**src/rtl/regfile_pkg.sv**
```systemverilog
// Shared constants for the register file, write-back selector and control unit.
// Register indices, bus-width defaults and the write-back source encoding.
package regfile_pkg;

   localparam int DATA_W_DEF = 32;
   localparam int ADDR_W_DEF = 5;

   localparam logic [4:0] REG_ZERO = 5'd0;
   localparam logic [4:0] REG_RA   = 5'd31;

   localparam logic [1:0] WB_DMEM  = 2'b00;
   localparam logic [1:0] WB_ALU   = 2'b01;
   localparam logic [1:0] WB_LINK  = 2'b10;

endpackage

```
**src/rtl/regfile_rd_port.sv**
```systemverilog
// One combinational read port: $0 override, plus write-through forwarding
// when REGFILE_WB_BYPASS_EN is defined.
module regfile_rd_port
   import regfile_pkg::*;
#(
   parameter int DATA_W = DATA_W_DEF,
   parameter int ADDR_W = ADDR_W_DEF
) (
   input  logic [ADDR_W-1:0] raddr,
   input  logic [DATA_W-1:0] stored,
   input  logic              fwd_en,
   input  logic [ADDR_W-1:0] waddr,
   input  logic [DATA_W-1:0] wdata,
   output logic [DATA_W-1:0] rdata
);

`ifndef REGFILE_WB_BYPASS_EN
   logic unused_fwd;
   assign unused_fwd = ^{fwd_en, waddr, wdata};
`endif

   always_comb begin
      rdata = stored;
`ifdef REGFILE_WB_BYPASS_EN
      // fwd_en already excludes $0 writes and writes under reset
      if (fwd_en && (raddr == waddr)) begin
         rdata = wdata;
      end
`endif
      if (raddr == ADDR_W'(REG_ZERO)) begin
         rdata = '0;
      end
   end

endmodule

```
**src/rtl/regfile_wb.sv**
```systemverilog
// 32 x 32 MIPS register file with two combinational read ports; $0 reads zero.
// Optional same-cycle write forwarding: define REGFILE_WB_BYPASS_EN.
module regfile_wb
   import regfile_pkg::*;
#(
   parameter int DATA_W = DATA_W_DEF,
   parameter int ADDR_W = ADDR_W_DEF
) (
   input  logic              clk,
   input  logic              rst_n,
   input  logic              we,
   input  logic [ADDR_W-1:0] waddr,
   input  logic [DATA_W-1:0] wdata,
   input  logic [ADDR_W-1:0] raddr1,
   input  logic [ADDR_W-1:0] raddr2,
   output logic [DATA_W-1:0] rdata1,
   output logic [DATA_W-1:0] rdata2
);

   localparam int NUM_REGS = 2 ** ADDR_W;

   logic [DATA_W-1:0] regs_q [NUM_REGS];
   logic [DATA_W-1:0] regs_d [NUM_REGS];
   logic              wr_en;
   logic              fwd_en;

   // $0 is never written, so its flop holds its reset value forever
   assign wr_en  = we && (waddr != ADDR_W'(REG_ZERO));
   assign fwd_en = wr_en && rst_n;

   always_comb begin
      regs_d = regs_q;
      if (wr_en) begin
         regs_d[waddr] = wdata;
      end
   end

   always_ff @(posedge clk or negedge rst_n) begin
      if (!rst_n) begin
         for (int i = 0; i < NUM_REGS; i++) begin
            regs_q[i] <= '0;
         end
      end else begin
         for (int i = 0; i < NUM_REGS; i++) begin
            regs_q[i] <= regs_d[i];
         end
      end
   end

   regfile_rd_port #(.DATA_W(DATA_W), .ADDR_W(ADDR_W)) u_rd_port1 (
      .raddr  (raddr1),
      .stored (regs_q[raddr1]),
      .fwd_en (fwd_en),
      .waddr  (waddr),
      .wdata  (wdata),
      .rdata  (rdata1)
   );

   regfile_rd_port #(.DATA_W(DATA_W), .ADDR_W(ADDR_W)) u_rd_port2 (
      .raddr  (raddr2),
      .stored (regs_q[raddr2]),
      .fwd_en (fwd_en),
      .waddr  (waddr),
      .wdata  (wdata),
      .rdata  (rdata2)
   );

endmodule

```
**config.mk**
```make
export PLATFORM = sky130hd
export DESIGN_NAME = regfile_wb
export DESIGN_NICKNAME = d
export VERILOG_FILES = /design/src/rtl/regfile_pkg.sv /design/src/rtl/regfile_rd_port.sv /design/src/rtl/regfile_wb.sv
export SDC_FILE = /design/constraint.sdc
export NUM_CORES = 2
export LEC_CHECK = 0
export ABC_AREA = 1
export CORE_MARGIN = 5
export CORE_UTILIZATION = 40
export CTS_CLUSTER_DIAMETER = 200
export DETAILED_ROUTE_END_ITERATION = 6
export HOLD_SLACK_MARGIN = 0.05
export PLACE_DENSITY_LB_ADDON = 0.3
export SLEW_MARGIN = 20
export SYNTH_ARGS = -nofsm -noshare
export SYNTH_HDL_FRONTEND = slang
export SYNTH_SLANG_ARGS = --single-unit
```
**constraint.sdc**
```tcl
create_clock -name clk -period 1.6 [get_ports clk]
set_input_delay 0.24 -clock clk [delete_from_list [all_inputs] [get_ports clk]]
set_output_delay 0.24 -clock clk [all_outputs]
set_load 0.01 [all_outputs]
```
==> flow_summary.toml <==
[status]
status = "finished with violations"
failing_checks = "setup timing"

[cts]
clock_sinks = 1024
clockRootBuffer = "sky130_fd_sc_hd__clkbuf_16"
cts_buffers = 117
clock_transition_time_at_the_flip_flop_clock_pins_of_the_worst_setup_and_hold_paths_ns = 0.06
clock_insertion_delay_worst_skew_ns = 0.77
max-clock-path-buffers = 3
htreeDepth = 3
cts_tree = "built"

[synthesis]
synth-seq-cells = 1024
synthesis.yosys.warnings = 0
syn-mean-instance-area_sq_um = 6.86
syn_inst = 8328
seq_area_frac_synth_pct = 44.9
synth.cell_area_sq_um = 57100
synth_cell_type_count = 29
synthesis.nets = 8378

[floorplanning]
die_area_sq_um = 150000
floorplan_die_height_um = 388
design.portCount = 114
die_width_um = 388
core-area_sq_um = 142000
start_util_pct = 40.3
rows = 138

[global_route]
groute.usage.overall_pct = 30.6
global_route_wire_length_before_repair_um = 358000
grt_max_degree = 113
grt_antenna_before_repair = 2
via_count_of_the_first_global_routing_pass = 57449
global_route.overflow_total = 0

[cells_and_area]
finish.utilization_pct = 52.9
commonest_non_fill_non_tap_cell_in_the_layout = "sky130_fd_sc_hd__nand2_1"
mostFrequentLayoutCells = "sky130_fd_sc_hd__nand2_1 (2755), sky130_fd_sc_hd__nand3_1 (1160), sky130_fd_sc_hd__dfrtp_1 (1024), sky130_fd_sc_hd__nor2_1 (710), sky130_fd_sc_hd__a21oi_1 (691)"
seqCellArea_sq_um = 25600
final_nets = 8817
post_route_cells_drive_above_1_share_pct = 20.9
largest_reg_flops = 1024
combined_area_of_the_multi_input_logic_cells_sq_um = 30100
biggestRegsByFlops = "regs_q x1024"
nFillCells = 13165
max_flop_register = "regs_q"
synthToLayoutAreaGrowth_pct = 31.3

[setup_path]
cp_data_arrival_time_ns = 2.21
worst_setup_path_start_kind = "register"
worst_setup_path_end_kind = "primary output"
timing_worst_setup_path_type = "register to primary output"
critical_path.max_fanout = 2
path_delay_family = "simple AND/OR/NAND/NOR gates"
critical_path.most_common_cell = "sky130_fd_sc_hd__nor2_4"
crit_chain = "buf_6, nand2_2, nand3_2, nand2_1, nand2_1, nand2_2, nor2_4, nor2_4, nor2_4, buf_6"
critPathSlowestCell = "sky130_fd_sc_hd__dfrtp_1"
cpPeakStageDelay_ns = 0.38
cp_data_required_time_ns = 1.36
crit_buf_inv = 2

[pwr]
worst_ir_drop_vdd_v = 0.00110
total_leakage_power_nw = 35.3
power_per_cell_area_nw_per_um2 = 1180
design_power_total_w = 0.0881

[sta]
hold_violations = 0
achievable-frequency_mhz = 408
timing.final.crit_period_ns = 2.45
worst_slew_margin_rel_pct = 57.9
skew_ns = 0
finalSetupTns_ns = -44.58
total_of_endpoints_with_negative_setup_slack_in_the_final_report = 65
maxSlewViolCount = 0
post-route-period-util_pct = 153
fin_ws_ns = -0.849
rsz0062_at_grt = "yes"
worst-slew-pin-transition_ns = 0.631

[place]
pre_cts_ws_ns = -1.02
post-dp-hpwl_um = 153000
place.port_buffers = 113
place_congestion = 0.937

[worst_hold_path]
timing.hold.worst.class = "input pin to register"

[drt]
first_iter_violations = 8462
dr_total_vias = 62130
post-route-drc-count = 0
drt-total-wl_um = 240000
avgViaCountPerCell = 5.78
drtAntennaViolNets = 0
first_pass_iters = 6
routed_wire_length_per_instance_um = 22.3

[run]
drv.max_cap_violation_count = 0
[power by group]
part / switching, W / total [W] / internal (W)
Sequential: 0.00451 / 0.0360 / 0.0315
Combinational: 0.0127 / 0.0238 / 0.0111
Clock: 0.0118 / 0.0283 / 0.0166
Total: 0.0290 / 0.0881 / 0.0591
[synthesized netlist by cell type (all sizes together)]
cell	instances	area share (%)
clkinv	1	0.0066
nand4	2	0.022
nand3	1359	12
o21ai	504	4.4
buf	290	2.7
nor2	885	6.1
nor4	2	0.074
nor3	6	0.070
o211ai	14	0.18
nand2	2917	19
a21oi	738	6.6
clkbuf	470	3.1
inv	116	0.77
dfrtp	1024	45
[final cells by class]
class	count	area share, %
Inverter	117	0.646
Sequential cell	1024	34.2
Clock inverter	52	0.893
Antenna cell	3	0.0100
Tap cell	1890	3.15
Multi-Input combinational cell	6427	40.2
Timing Repair Buffer	1080	16.5
Clock buffer	161	4.47
[cell families after synthesis]
| group | synth area share [%] |
|---|---|
| AND/OR/NAND/NOR | 37.5 |
| flip-flops | 44.9 |
| buffers and inverters | 6.53 |
| AO/OA/AOI/OAI | 11.2 |
[routing by layer]
layer	GRT usage, %	share of wire [%]	wire length (um)	vias to the layer above
li1	-	-	-	27933
met2	45.9	44	105000	3873
met3	7.08	11	26700	752
met5	0	0	0	-
met1	42.1	40	96600	29572
met4	13.8	5.1	12100	0
[worst register-to-register path: stages, from the launching register on]
cell and delay, ns:
sky130_fd_sc_hd__dfrtp_1 0.36, sky130_fd_sc_hd__inv_2 0.05, sky130_fd_sc_hd__buf_6 0.11, sky130_fd_sc_hd__buf_6 0.10
sky130_fd_sc_hd__buf_6 0.10, sky130_fd_sc_hd__buf_6 0.10, sky130_fd_sc_hd__buf_6 0.10, sky130_fd_sc_hd__buf_6 0.10
sky130_fd_sc_hd__buf_6 0.10, sky130_fd_sc_hd__buf_6 0.10, sky130_fd_sc_hd__buf_6 0.10, sky130_fd_sc_hd__buf_6 0.10
sky130_fd_sc_hd__buf_6 0.10, sky130_fd_sc_hd__buf_6 0.10, sky130_fd_sc_hd__buf_6 0.10, sky130_fd_sc_hd__o21ai_2 0.09
[path summary, 6_finish.rpt]
path,startpoint,to,slack (ns),depth (start not counted)
max in group asynchronous,rst_n,regs_q[68]$_DFFE_PN0P_,0.54,3
hold reg to reg,regs_q[1008]$_DFFE_PN0P_,regs_q[1008]$_DFFE_PN0P_,0.40,0
hold / removal,wdata[6],regs_q[646]$_DFFE_PN0P_,0.1,3
setup / recovery,regs_q[620]$_DFFE_PN0P_,rdata1[12],-0.85,10
min in group asynchronous,rst_n,regs_q[967]$_DFFE_PN0P_,0.23,3
setup reg to reg,regs_q[720]$_DFFE_PN0P_,regs_q[720]$_DFFE_PN0P_,-0.29,15
[repair_timing]
item,CTS,global route
setup endpoints to repair,64,525
hold endpoints to repair,1024,0
cloned,0,1
setup buffers,60,57
pin swaps,320,383
resized for setup,664,382
hold buffers,2,0
[metrics by stage]
step / area (sq um) / cells / hold slack [ns]
after floorplan: 58100 / 8328 / -0.0556
after global placement: 67700 / 10429 / 0.158
after detailed placement: 67700 / 10429 / 0.145
after CTS: 73200 / 10695 / 0.0531
after global routing: 75000 / 10752 / 0.0981
final: 75000 / 10754 / 0.0970
Power figures use the tool's default switching activity.
